--- config.mk ---
export PLATFORM = sky130hd
export DESIGN_NAME = adc_serial_rx
export DESIGN_NICKNAME = d
export VERILOG_FILES = /design/src/rtl/adc_serial_rx.sv
export SDC_FILE = /design/constraint.sdc
export NUM_CORES = 1
export LEC_CHECK = 0
export CAP_MARGIN = 20
export CORE_ASPECT_RATIO = 0.5
export CORE_MARGIN = 2
export CORE_UTILIZATION = 40
export CTS_CLUSTER_SIZE = 12
export DETAILED_ROUTE_END_ITERATION = 8
export GPL_TIMING_DRIVEN = 0
export RECOVER_POWER = 50
export REMOVE_ABC_BUFFERS = 1
export SYNTH_ARGS = -nofsm -noshare
export SYNTH_HDL_FRONTEND = slang
export SYNTH_SLANG_ARGS = --single-unit
--- constraint.sdc ---
create_clock -name Clock -period 3.35 [get_ports Clock]
set_clock_uncertainty 0.2 [all_clocks]
set_input_delay 0.67 -clock Clock [delete_from_list [all_inputs] [get_ports Clock]]
set_output_delay 0.67 -clock Clock [all_outputs]
set_load 0.01 [all_outputs]
--- src/rtl/adc_serial_rx.sv ---
// Serial ADC front end: drives cs_n/sclk and captures one N-bit sample per frame.
// Frame = SETUP, 2*FRAME sclk half-periods, one DONE cycle, then a 2*HALF_DIV quiet gap.
module adc_serial_rx #(
    parameter int N        = 12,
    parameter int HALF_DIV = 4,
    parameter int FRAME    = 16
) (
    input  logic         Clock,
    input  logic         reset,
    input  logic         start,
    input  logic         sdata,
    output logic         cs_n,
    output logic         sclk,
    output logic [N-1:0] data_out,
    output logic         data_valid,
    output logic         busy
);

    typedef enum logic [2:0] {
        IDLE  = 3'd0,
        SETUP = 3'd1,
        SHIFT = 3'd2,
        DONE  = 3'd3,
        QUIET = 3'd4
    } state_t;

    localparam logic [8:0] HALF_LAST   = 9'(HALF_DIV - 1);
    localparam logic [8:0] QUIET_LAST  = 9'(2 * HALF_DIV - 1);
    localparam logic [4:0] FRAME_EDGES = 5'(FRAME);

    state_t       state, state_nxt;
    logic [8:0]   div_cnt;
    logic [4:0]   edge_cnt;
    logic [N-1:0] shreg;
    logic         cs_n_nxt, sclk_nxt;
    logic         div_done, rise, accept, div_clr;

    assign div_done = (div_cnt == HALF_LAST);
    assign accept   = (state == IDLE) && start;
    assign rise     = (state == SHIFT) && div_done && !sclk;

    always_ff @(posedge Clock or posedge reset) begin
        if (reset)
            state <= IDLE;
        else
            state <= state_nxt;
    end

    // Outputs are computed one state ahead so cs_n/sclk can be plain flops.
    always_comb begin
        state_nxt = state;
        cs_n_nxt  = 1'b1;
        sclk_nxt  = 1'b1;
        case (state)
            IDLE: begin
                if (start) begin
                    state_nxt = SETUP;
                    cs_n_nxt  = 1'b0;
                end
            end
            SETUP: begin
                cs_n_nxt = 1'b0;
                if (div_done) begin
                    state_nxt = SHIFT;
                    sclk_nxt  = 1'b0;
                end
            end
            SHIFT: begin
                cs_n_nxt = 1'b0;
                sclk_nxt = sclk;
                if (div_done) begin
                    if (!sclk)
                        sclk_nxt = 1'b1;
                    else if (edge_cnt == FRAME_EDGES) begin
                        state_nxt = DONE;
                        cs_n_nxt  = 1'b1;
                    end else
                        sclk_nxt = 1'b0;
                end
            end
            DONE: begin
                state_nxt = QUIET;
            end
            QUIET: begin
                if (div_cnt == QUIET_LAST)
                    state_nxt = IDLE;
            end
            default: begin
                state_nxt = IDLE;
            end
        endcase
    end

    // The divider restarts on every state change and on every sclk toggle.
    assign div_clr = (state_nxt != state) || (state == IDLE) || (state == DONE) ||
                     ((state == SHIFT) && div_done);

    always_ff @(posedge Clock or posedge reset) begin
        if (reset) begin
            cs_n       <= 1'b1;
            sclk       <= 1'b1;
            busy       <= 1'b0;
            data_valid <= 1'b0;
            data_out   <= '0;
            div_cnt    <= '0;
            edge_cnt   <= '0;
            shreg      <= '0;
        end else begin
            cs_n       <= cs_n_nxt;
            sclk       <= sclk_nxt;
            busy       <= (state_nxt != IDLE);
            data_valid <= (state == DONE);
            if (state == DONE)
                data_out <= shreg;
            if (div_clr)
                div_cnt <= '0;
            else
                div_cnt <= div_cnt + 9'd1;
            if (accept)
                edge_cnt <= '0;
            else if (rise)
                edge_cnt <= edge_cnt + 5'd1;
            if (rise)
                shreg <= {shreg[N-2:0], sdata};
        end
    end

endmodule
# == After elaboration in Yosys (flattened, before gate mapping) ==
# Cells that the tools add are included.
# word_totals
out_inout_bits,16
wordCells,49
register_bits,45
# classes
eq_ne,9
reduce_logical,10
muxes,19
add_sub_neg,2
# ops
operator,n
$mux W3,6
$pmux W3 S5,1
$mux W5,2
$add A9 B1 Y9 const B,1
$eq A9 B2 Y1 const B,1
$eq A9 B3 Y1 const B,1
$mux W9,1
$mux W1,7
$eq A3 B2 Y1 const B,2
$add A5 B1 Y5 const B,1
$eq A5 B5 Y1 const B,1
$eq A3 B1 Y1 const B,1
$eq A3 B3 Y1 const B,1
$logic_and A1 B1 Y1,3
$logic_not A3 Y1,1
$logic_or A1 B1 Y1,3
$ne A3 B3 Y1,1
$pmux W1 S3,1
$reduce_bool A3 Y1,1
$ne A2 B2 Y1 const B,1
$pmux W1 S2,1
$reduce_bool A2 Y1,1
$logic_not A1 Y1,1

# == Depth between registers and ports, before layout ==
# Gate-level depths: netlist of the first run.
# depth
depth_word,10
mapped_depth,7
ltp_nobuf,5

# == Least setup slack after synthesis of the first run ==
# No wires, ideal clock.
# synth_path
path_type,reg-to-reg
from,register div_cnt[0]
to,register shreg[0]
slack_ns,0.960
arrival_ns,2.065
n_path_buf,3
required_ns,3.025
path_stages_with_launch,8
setup_ns,0.125
cell_sequence,dfrtp_1 -> ha_1 -> or4b_1 -> buf_2 -> or3_1 -> buf_6 -> buf_12 -> mux2_4
# synth_via
elab_chain_len,3
# synth_rtl
element,line_no,rtl
start: declaration,32,logic [8:0] div_cnt;
start signal: assignment,118,div_cnt <= div_cnt + 9'd1;
$eq A9 B2 Y1,38,assign div_done = (div_cnt == HALF_LAST);
$logic_and A1 B1 Y1 (2 in a row),40,assign rise = (state == SHIFT) && div_done && !sclk;
end signal: assignment,124,"shreg <= {shreg[N-2:0], sdata};"
end: declaration,34,logic [N-1:0] shreg;
# No other way between the ends.
# A chain may end at the register's enable or synchronous reset.

# == Worst setup path after layout of the first run ==
# layout_path
from,register div_cnt[0]
to,register shreg[6]
# Same word-level chain as after synthesis.

==> run_results.csv, run 1 <==
group,metric,value,unit
run_status,status,"finished clean",
yosys,synth_edf_count,0,
timing,period_needed,2680,ps
clock_network,cts.repair.resized,0,
place,place_inst,248,
pwr,p_leak,1.18,nW
timing,clock.fmax,0.374,GHz
timing,rsz0062_at_grt,"false",
place,io_buffers,19,
yosys,yosys-top-cells-area,"dfrtp_1 52%, mux2_2 8.6%, mux2_4 5.8%",
finish,layoutNonFillerInstCount,256,
worst_setup_path,worstPathRequired,3330,ps
clock_network,ctsHoldBuffers,0,
worst_setup_path,crit_chain,"ha_1, or4b_1, or3_1, mux2_4",
floorplanning,die_w,106,um
finish,antenna_cells,0,
worst_setup_path,ff2ff_setup_slack,670,ps
worst_setup_path,cp-end-kind,"flip-flop",
timing,drv_slew,0,
pwr,power.total,986,uW
clock_network,cts_htree_levels,2,
worst_setup_path,cp_slowest_cell,"or3_1",
finish,nets,192,
timing,slew_headroom,49.0,%
worst_hold_path,min_delay_worst_endpoint,"div_cnt[0]",
worst_hold_path,hold_class,"reg2reg",
yosys,async_flop_share,100,%
yosys,syn_avg_cell_area,12.3,um^2
floorplanning,start_util,41.9,%
finish,multi_input_area,851,um^2
global_routing,antenna_found_initial,0,
global_routing,grt_pass1_wl,6.03,mm
timing,finalSetupTns,0,ps
clock_network,cts_max_path_buffers,2,
run,drv_cap,0,
route,via_count,1301,
timing,fin_crit_sh,79.9,%
timing,worst-slew-pin-transition,764,ps
worst_setup_path,crit_type,"reg2reg",
floorplanning,rows,18,
clock_network,clockRootBuffer,"clkbuf_8",
floorplanning,die_area,0.00584,mm^2
pwr,ir_drop,0.165,mV
route,remaining_drc_errors,0,
clock_network,cts_sinks,45,
finish,drive_gt1_share,22.6,%
route,drt_iter0_drc,57,
global_routing,grt_max_degree,33,
route,dr.pass1.iters,4,
yosys,synth.distinct_cells,41,
global_routing,overflow,0,
floorplanning,die_h,55.1,um
finish,area_growth_syn_to_layout,16.0,%
route,ant_nets,0,
yosys,yosysTopAreaCell,"dfrtp_1",
timing,setup_viol,0,
worst_setup_path,rr_endpoint,"shreg[6]",
yosys,synth_top_cell_area_share,51.6,%
yosys,synth_area,0.00209,mm^2
route,routed_wl,3.44,mm
route,vias_per_cell,5.08,
pwr,power-per-cell-area,408,mW/mm^2
yosys,ys_ff_latch,45,
yosys,syn_inst,169,
clock_network,clk_pin_slew,80,ps
yosys,synth_flop_cell,"dfrtp_1",
place,dp_slack,676,ps
worst_setup_path,slowest_delay,720,ps
finish,n_fill_cell,447,
worst_setup_path,startpoint_type,"flip-flop",
clock_network,cts_tree,"done",
worst_setup_path,cp.arrival,2660,ps
worst_setup_path,reg2reg_depth,4,
floorplanning,io_pins,20,
yosys,synth.yosys.seq_area_share,54.1,%
timing,setup_slack,674,ps
clock_network,cts_setup_buffers,0,
clock_network,clock_latency,300,ps
global_routing,grt_usage,13.7,%
floorplanning,core_area,0.00498,mm^2
clock_network,numCtsBuffers,5,
place,place.gp.congestion,0.777,
yosys,yosysMostFrequentCell,"dfrtp_1",
worst_hold_path,worstHoldPathCells,1,
worst_hold_path,hold_start,"div_cnt[0]",
finish,seqCellArea,0.00113,mm^2
timing,finalHoldViolCount,0,
global_routing,grt_pass1_vias,1276,
route,wire_per_inst,13.4,um
worst_setup_path,r2r-start,"div_cnt[0]",
yosys,ys_warn_count,0,
worst_setup_path,cp_max_fo,14,
yosys,synth_common_cells,"43 x dfrtp_1, 16 x mux2_2, 9 x nand2_1, 8 x mux2_4, 8 x nand3_1",
finish,fin_util,48.6,%
place,place_hpwl,2.37,mm
## worst max-delay path, delay by kind of cell (launching register included)
kind	cells	cell delay [ps]
mux	1	410
simple gates	2	1300
flops	1	370
fa+ha+maj	1	280
## worst max-delay path by stage
stage / startpoint / to / slack, ps / cells past startpoint
floorplan: div_cnt[3] / div_cnt[5] / 590 / 3
global placement: div_cnt[3] / div_cnt[7] / -90 / 3
detailed placement: div_cnt[0] / shreg[1] / 680 / 4
CTS: div_cnt[0] / shreg[5] / 680 / 4
global route: div_cnt[0] / shreg[2] / 560 / 4
finish: div_cnt[0] / shreg[6] / 670 / 4
## logic make-up after synthesis
family / count (synthesis) / share of synthesized area (%)
DFF: 45 / 54.1
adders and majority gates: 3 / 1.80
xor gates and xnor gates: 3 / 1.26
AOI/OAI and AO/OA: 21 / 6.66
buffers and inverters: 18 / 5.10
muxes: 29 / 16.8
and+or+nand+nor: 50 / 14.3
## cell type report
cell class	count	share of cell area, %
timing repair buffer	21	9.00
tap	70	3.62
multi-input combinational	106	35.2
inverter	6	0.931
clock buffer	6	3.00
clock inverter	2	1.60
sequential	45	46.7
## layout by cell type (no fill, tap or decap), types with 2 or more instances in the layout
cell and count:
a21oi_1 7, a22oi_1 4, clkbuf_8 5, clkdlybuf4s50_1 18
dfrtp_1 43, dfstp_2 2, ha_1 3, inv_1 6
mux2_2 16, mux2_4 8, mux2i_1 5, nand2_1 9
nand2b_1 5, nand3_1 8, nand4_1 2, nor2_1 4
nor4_1 4, o21ai_0 4, or2_2 2, or3_1 5
or4b_2 2, xor2_1 2
## registers in the layout, summed over array words and instances (netlist names)
register    count
busy            1
edge_cnt        5
cs_n            1
data_valid      1
state           3
sclk            1
shreg          12
div_cnt         9
data_out       12
## where the power goes
group / internal, mW / switching [mW]
Clock: 0.224 / 0.188
Sequential: 0.547 / 0.00366
Combinational: 0.0111 / 0.0126
Total: 0.782 / 0.204
## metal layers
layer	vias to the layer above	part of all wire [%]	GRT usage, %
li1	638	-	-
met1	636	51	17.9
met4	0	1.4	6.58
met3	5	3.7	3.51
met2	22	43	22.1
met5	-	0	0
## per-stage QoR
step | hold WS, ps | cell area [um^2]
final | 257 | 2420
after detailed placement | 249 | 2310
after global placement | 246 | 2280
after CTS | 261 | 2420
after floorplan | 228 | 2000
after global routing | 282 | 2420
No activity file was read; power rests on OpenSTA's default activity.
==> run 2, diff against run 1 <==
==> constraint.sdc (replaced) <==
create_clock -name Clock -period 2.2 [get_ports Clock]
set_clock_uncertainty 0.2 [all_clocks]
set_input_delay 0.44 -clock Clock [delete_from_list [all_inputs] [get_ports Clock]]
set_output_delay 0.44 -clock Clock [all_outputs]
set_load 0.01 [all_outputs]
==> run_results.csv, run 2 (synthesis results as in run 1) <==
group,metric,value,unit
pwr,ir_drop,0.251,mV
floorplanning,io_pins,20,
route,drt_iter0_drc,110,
run_status,status,"finished clean",
worst_setup_path,rr_endpoint,"shreg[6]",
pwr,p_leak,1.25,nW
clock_network,clockRootBuffer,"clkbuf_8",
worst_setup_path,startpoint_type,"flip-flop",
route,dr.pass1.iters,5,
worst_setup_path,worstPathRequired,2190,ps
finish,nets,206,
worst_setup_path,crit_chain,"or4b_4, or3_4, mux2_4",
timing,setup_viol,0,
timing,fin_crit_sh,98.8,%
route,remaining_drc_errors,0,
timing,rsz0062_at_grt,"true",
global_routing,antenna_found_initial,0,
worst_hold_path,worstHoldPathCells,1,
run,drv_cap,0,
finish,fin_area,0.00258,mm^2
clock_network,clk_pin_slew,80,ps
timing,period_needed,2170,ps
worst_setup_path,r2r-start,"div_cnt[2]",
timing,finalSetupTns,0,ps
worst_setup_path,reg2reg_depth,3,
floorplanning,rows,18,
global_routing,grt_max_degree,33,
global_routing,overflow,0,
clock_network,cts_max_path_buffers,2,
place,dp_slack,-474,ps
finish,area_growth_syn_to_layout,23.9,%
worst_hold_path,min_delay_worst_endpoint,"data_out[11]",
clock_network,clock_latency,300,ps
timing,slew_headroom,50.6,%
place,place_area,0.00231,mm^2
clock_network,numCtsBuffers,5,
timing,drv_slew,0,
pwr,power.total,1.50,mW
worst_setup_path,cp_slowest_cell,"or4b_4",
route,ant_nets,0,
route,wire_per_inst,14.4,um
floorplanning,die_area,0.00584,mm^2
route,vias_per_cell,5.12,
route,routed_wl,3.88,mm
finish,layout_common_cells,"40 x dfrtp_1, 17 x clkdlybuf4s50_1, 16 x mux2_2",
floorplanning,die_w,106,um
finish,final_common_cell,"dfrtp_1",
global_routing,grt_pass1_wl,6.40,mm
finish,top_regs,"data_out (12), shreg (12), div_cnt (9)",
place,place_hpwl,2.37,mm
finish,n_fill_cell,429,
worst_setup_path,cp-end-kind,"flip-flop",
timing,clock.fmax,0.460,GHz
timing,finalHoldViolCount,0,
route,via_count,1382,
place,place.gp.congestion,0.777,
clock_network,cts_sinks,45,
timing,fin_hold_ws,311,ps
worst_setup_path,cp.arrival,2160,ps
global_routing,grt_usage,14.7,%
clock_network,cts_htree_levels,2,
timing,worst-slew-pin-transition,739,ps
finish,drive_gt1_share,32.5,%
place,io_buffers,19,
global_routing,grt_pass1_vias,1322,
pwr,power-per-cell-area,581,mW/mm^2
worst_setup_path,slowest_delay,630,ps
floorplanning,start_util,41.9,%
worst_setup_path,ff2ff_setup_slack,30,ps
worst_setup_path,cp_max_fo,7,
worst_hold_path,hold_start,"data_out[11]",
timing,setup_slack,26.1,ps
worst_setup_path,crit_type,"reg2reg",
floorplanning,die_h,55.1,um
clock_network,cts_tree,"done",
worst_hold_path,hold_class,"reg2reg",
floorplanning,core_area,0.00498,mm^2
finish,antenna_cells,0,
run 2: timing repair:
item / CTS / global route
hold buffers: 0 / 0
gates cloned: 1 / 0
setup buffers: 2 / 11
pin swaps: 2 / 1
setup endpoints to repair: 28 / 16
gates resized for setup: 12 / 4
run 2: cell type report:
cell class | count | area [um^2] | share of cell area, %
sequential | 45 | 1130 | 43.8
clock buffer | 6 | 72.6 | 2.81
tap | 70 | 87.6 | 3.39
multi-input combinational | 107 | 915 | 35.4
clock inverter | 2 | 38.8 | 1.50
timing repair buffer | 34 | 315 | 12.2
inverter | 6 | 22.5 | 0.872
run 2: layer usage:
metal	GRT usage [%]	vias up	routed length, um
met2	24.1	36	1740
met4	6.58	0	49
met5	0	-	0
met1	19.3	675	1900
met3	3.51	5	203
li1	-	666	-
run 2: worst max path at each step:
stage / endpoint / from
after floorplan: div_cnt[5] / div_cnt[3]
after global placement: div_cnt[7] / div_cnt[3]
after detailed placement: shreg[1] / div_cnt[0]
after CTS: state[0] / div_cnt[0]
after global routing: shreg[2] / div_cnt[0]
final: shreg[6] / div_cnt[2]
run 2: worst max-delay path, delay by kind of cell, from the launching register on:
kind             cells  cell delay [ps]
muxes                1              320
DFF                  1              480
and+or+nand+nor      2             1070
run 2: power breakdown:
| part | leakage [nW] | internal [mW] | total, mW | switching, mW |
|---|---|---|---|---|
| clock | 0.0554 | 0.341 | 0.627 | 0.286 |
| combinational | 0.621 | 0.0169 | 0.0361 | 0.0193 |
| sequential | 0.572 | 0.833 | 0.839 | 0.00558 |
run 2: stage by stage:
step / utilization [%] / std cells
3_5_place_dp: 46.4 / 248
3_3_place_gp: 45.8 / 246
4_1_cts: 50.1 / 259
6_report: 51.9 / 270
2_1_floorplan: - / 157
5_1_grt: 51.9 / 270
==> run 3, diff against run 2 <==
--- a/config.mk
+++ b/config.mk
@@ -8,10 +8,11 @@
 export CAP_MARGIN = 20
 export CORE_ASPECT_RATIO = 0.5
 export CORE_MARGIN = 2
-export CORE_UTILIZATION = 40
+export CORE_UTILIZATION = 46
 export CTS_CLUSTER_SIZE = 12
 export DETAILED_ROUTE_END_ITERATION = 8
 export GPL_TIMING_DRIVEN = 0
+export PLACE_DENSITY = 0.69
 export RECOVER_POWER = 50
 export REMOVE_ABC_BUFFERS = 1
 export SYNTH_ARGS = -nofsm -noshare
==> run_results.csv, run 3 (synthesis results as in run 1) <==
group,metric,value,unit
floorplanning,die_area,0.00512,mm^2
timing,worst-slew-pin-transition,726,ps
route,drt_iter0_drc,117,
worst_setup_path,crit_type,"reg2reg",
route,highest_layer,"met4",
pwr,power.total,1.40,mW
timing,rsz0062_at_grt,"true",
clock_network,numCtsBuffers,5,
worst_setup_path,r2r-start,"div_cnt[5]",
finish,area_growth_syn_to_layout,20.3,%
worst_setup_path,cp_slowest_cell,"or4_4",
run,drv_cap,0,
timing,clock.fmax,0.458,GHz
floorplanning,die_w,99.2,um
timing,finalHoldViolCount,0,
pwr,p_leak,1.22,nW
run_status,status,"finished clean",
worst_hold_path,hold_start,"data_out[4]",
clock_network,cts_tree,"done",
route,vias_per_cell,5.58,
worst_setup_path,reg2reg_depth,3,
place,place_area,0.00229,mm^2
timing,slew_headroom,51.4,%
timing,period_needed,2180,ps
floorplanning,die_h,51.6,um
worst_setup_path,worstPathRequired,2190,ps
worst_setup_path,cp.arrival,2180,ps
global_routing,antenna_found_initial,0,
global_routing,grt_usage,16.7,%
clock_network,clockRootBuffer,"clkbuf_8",
place,place_hpwl,2.41,mm
clock_network,cts_max_path_buffers,2,
route,remaining_drc_errors,0,
floorplanning,core_area,0.00438,mm^2
worst_setup_path,cp_max_fo,9,
global_routing,grt_max_degree,32,
timing,setup_viol,0,
route,wl_met1,1.82,mm
finish,layout_common_cells,"40 x dfrtp_1, 18 x clkdlybuf4s50_1, 16 x mux2_2",
clock_network,cts_sinks,45,
global_routing,grt_pass1_wl,6.55,mm
timing,drv_slew,0,
finish,drive_gt1_share,31.5,%
route,ant_nets,0,
floorplanning,io_pins,20,
route,wire_per_inst,15.4,um
place,place.gp.congestion,0.755,
global_routing,grt_pass1_vias,1387,
place,io_buffers,19,
timing,fin_hold_ws,309,ps
route,dr.pass1.iters,4,
floorplanning,rows,17,
finish,nets,203,
worst_hold_path,hold_class,"reg2reg",
place,place_inst,235,
worst_hold_path,min_delay_worst_endpoint,"data_out[4]",
route,route.met2.wl,1.85,mm
pwr,ir_drop,0.232,mV
worst_setup_path,ff2ff_setup_slack,20,ps
clock_network,clk_pin_slew,90,ps
finish,top_regs,"data_out (12), shreg (12), div_cnt (9)",
route,routed_wl,3.90,mm
finish,layoutNonFillerInstCount,254,
finish,antenna_cells,0,
worst_setup_path,crit_chain,"or4_4, or3_4, mux2_4",
route,wl_met3,204,um
worst_setup_path,startpoint_type,"flip-flop",
global_routing,overflow,0,
worst_setup_path,slowest_delay,610,ps
worst_hold_path,worstHoldPathCells,1,
clock_network,clock_latency,300,ps
route,via_count,1417,
timing,fin_crit_sh,99.3,%
clock_network,ctsHoldBuffers,0,
floorplanning,start_util,47.6,%
clock_network,cts_htree_levels,2,
worst_setup_path,rr_endpoint,"shreg[11]",
worst_setup_path,cp-end-kind,"flip-flop",
finish,fin_area,0.00251,mm^2
finish,final_common_cell,"dfrtp_1",
pwr,power-per-cell-area,559,mW/mm^2
## run 3: area by class of cell
| type | instances | area (um^2) |
|---|---|---|
| inverters | 6 | 22.5 |
| multi-input cells | 107 | 911 |
| clock inverters | 3 | 25.0 |
| well taps | 57 | 71.3 |
| fillers | 363 | 1870 |
| flip-flops and latches | 45 | 1130 |
| clock buffers | 5 | 68.8 |
| repair buffers | 31 | 278 |
## run 3: worst max-delay path by stage
| stage | startpoint | endpoint | slack (ps) | depth (start not counted) |
|---|---|---|---|---|
| 2_1_floorplan | div_cnt[3] | div_cnt[5] | -560 | 3 |
| 3_3_place_gp | div_cnt[3] | div_cnt[7] | -1210 | 3 |
| 5_1_grt | div_cnt[1] | shreg[6] | -20 | 4 |
| 3_5_place_dp | div_cnt[0] | shreg[11] | -490 | 4 |
| 4_1_cts | div_cnt[0] | state[0] | 3 | 4 |
| 6_report | div_cnt[5] | shreg[11] | 20 | 3 |
## run 3: per-layer routing
| layer | track usage (%) | vias up |
|---|---|---|
| li1 | - | 666 |
| met1 | 21.2 | 701 |
| met2 | 27.8 | 46 |
| met3 | 4.84 | 4 |
| met4 | 6.16 | 0 |
| met5 | 0 | - |
## run 3: critical path: cells and delay by family, from the launching register on
kind	cells	cell delay (ps)
multiplexers	1	330
flip-flops	1	440
AND/OR/NAND/NOR	2	1100
## run 3: repair_timing
item	4_1_cts	5_1_grt
resized for setup	12	2
setup endpoints to repair	29	12
pin swaps	2	3
cloned	1	0
buffers inserted	2	8
## run 3: through the flow
stage	TNS, ps	worst slack, ps	util, %
after global routing	-90.8	-20.9	57.3
after global placement	-34480	-1210	51.7
after CTS	0	2.98	56.1
final	0	15.2	57.3
after detailed placement	-9450	-487	52.3
after floorplan	-8650	-562	-
## run 3: power breakdown
part / switching (mW) / total [mW] / leakage [nW] / internal, mW
registers: 0.00554 / 0.839 / 0.572 / 0.833
clock network: 0.301 / 0.531 / 0.0447 / 0.229
logic: 0.0187 / 0.0326 / 0.601 / 0.0139
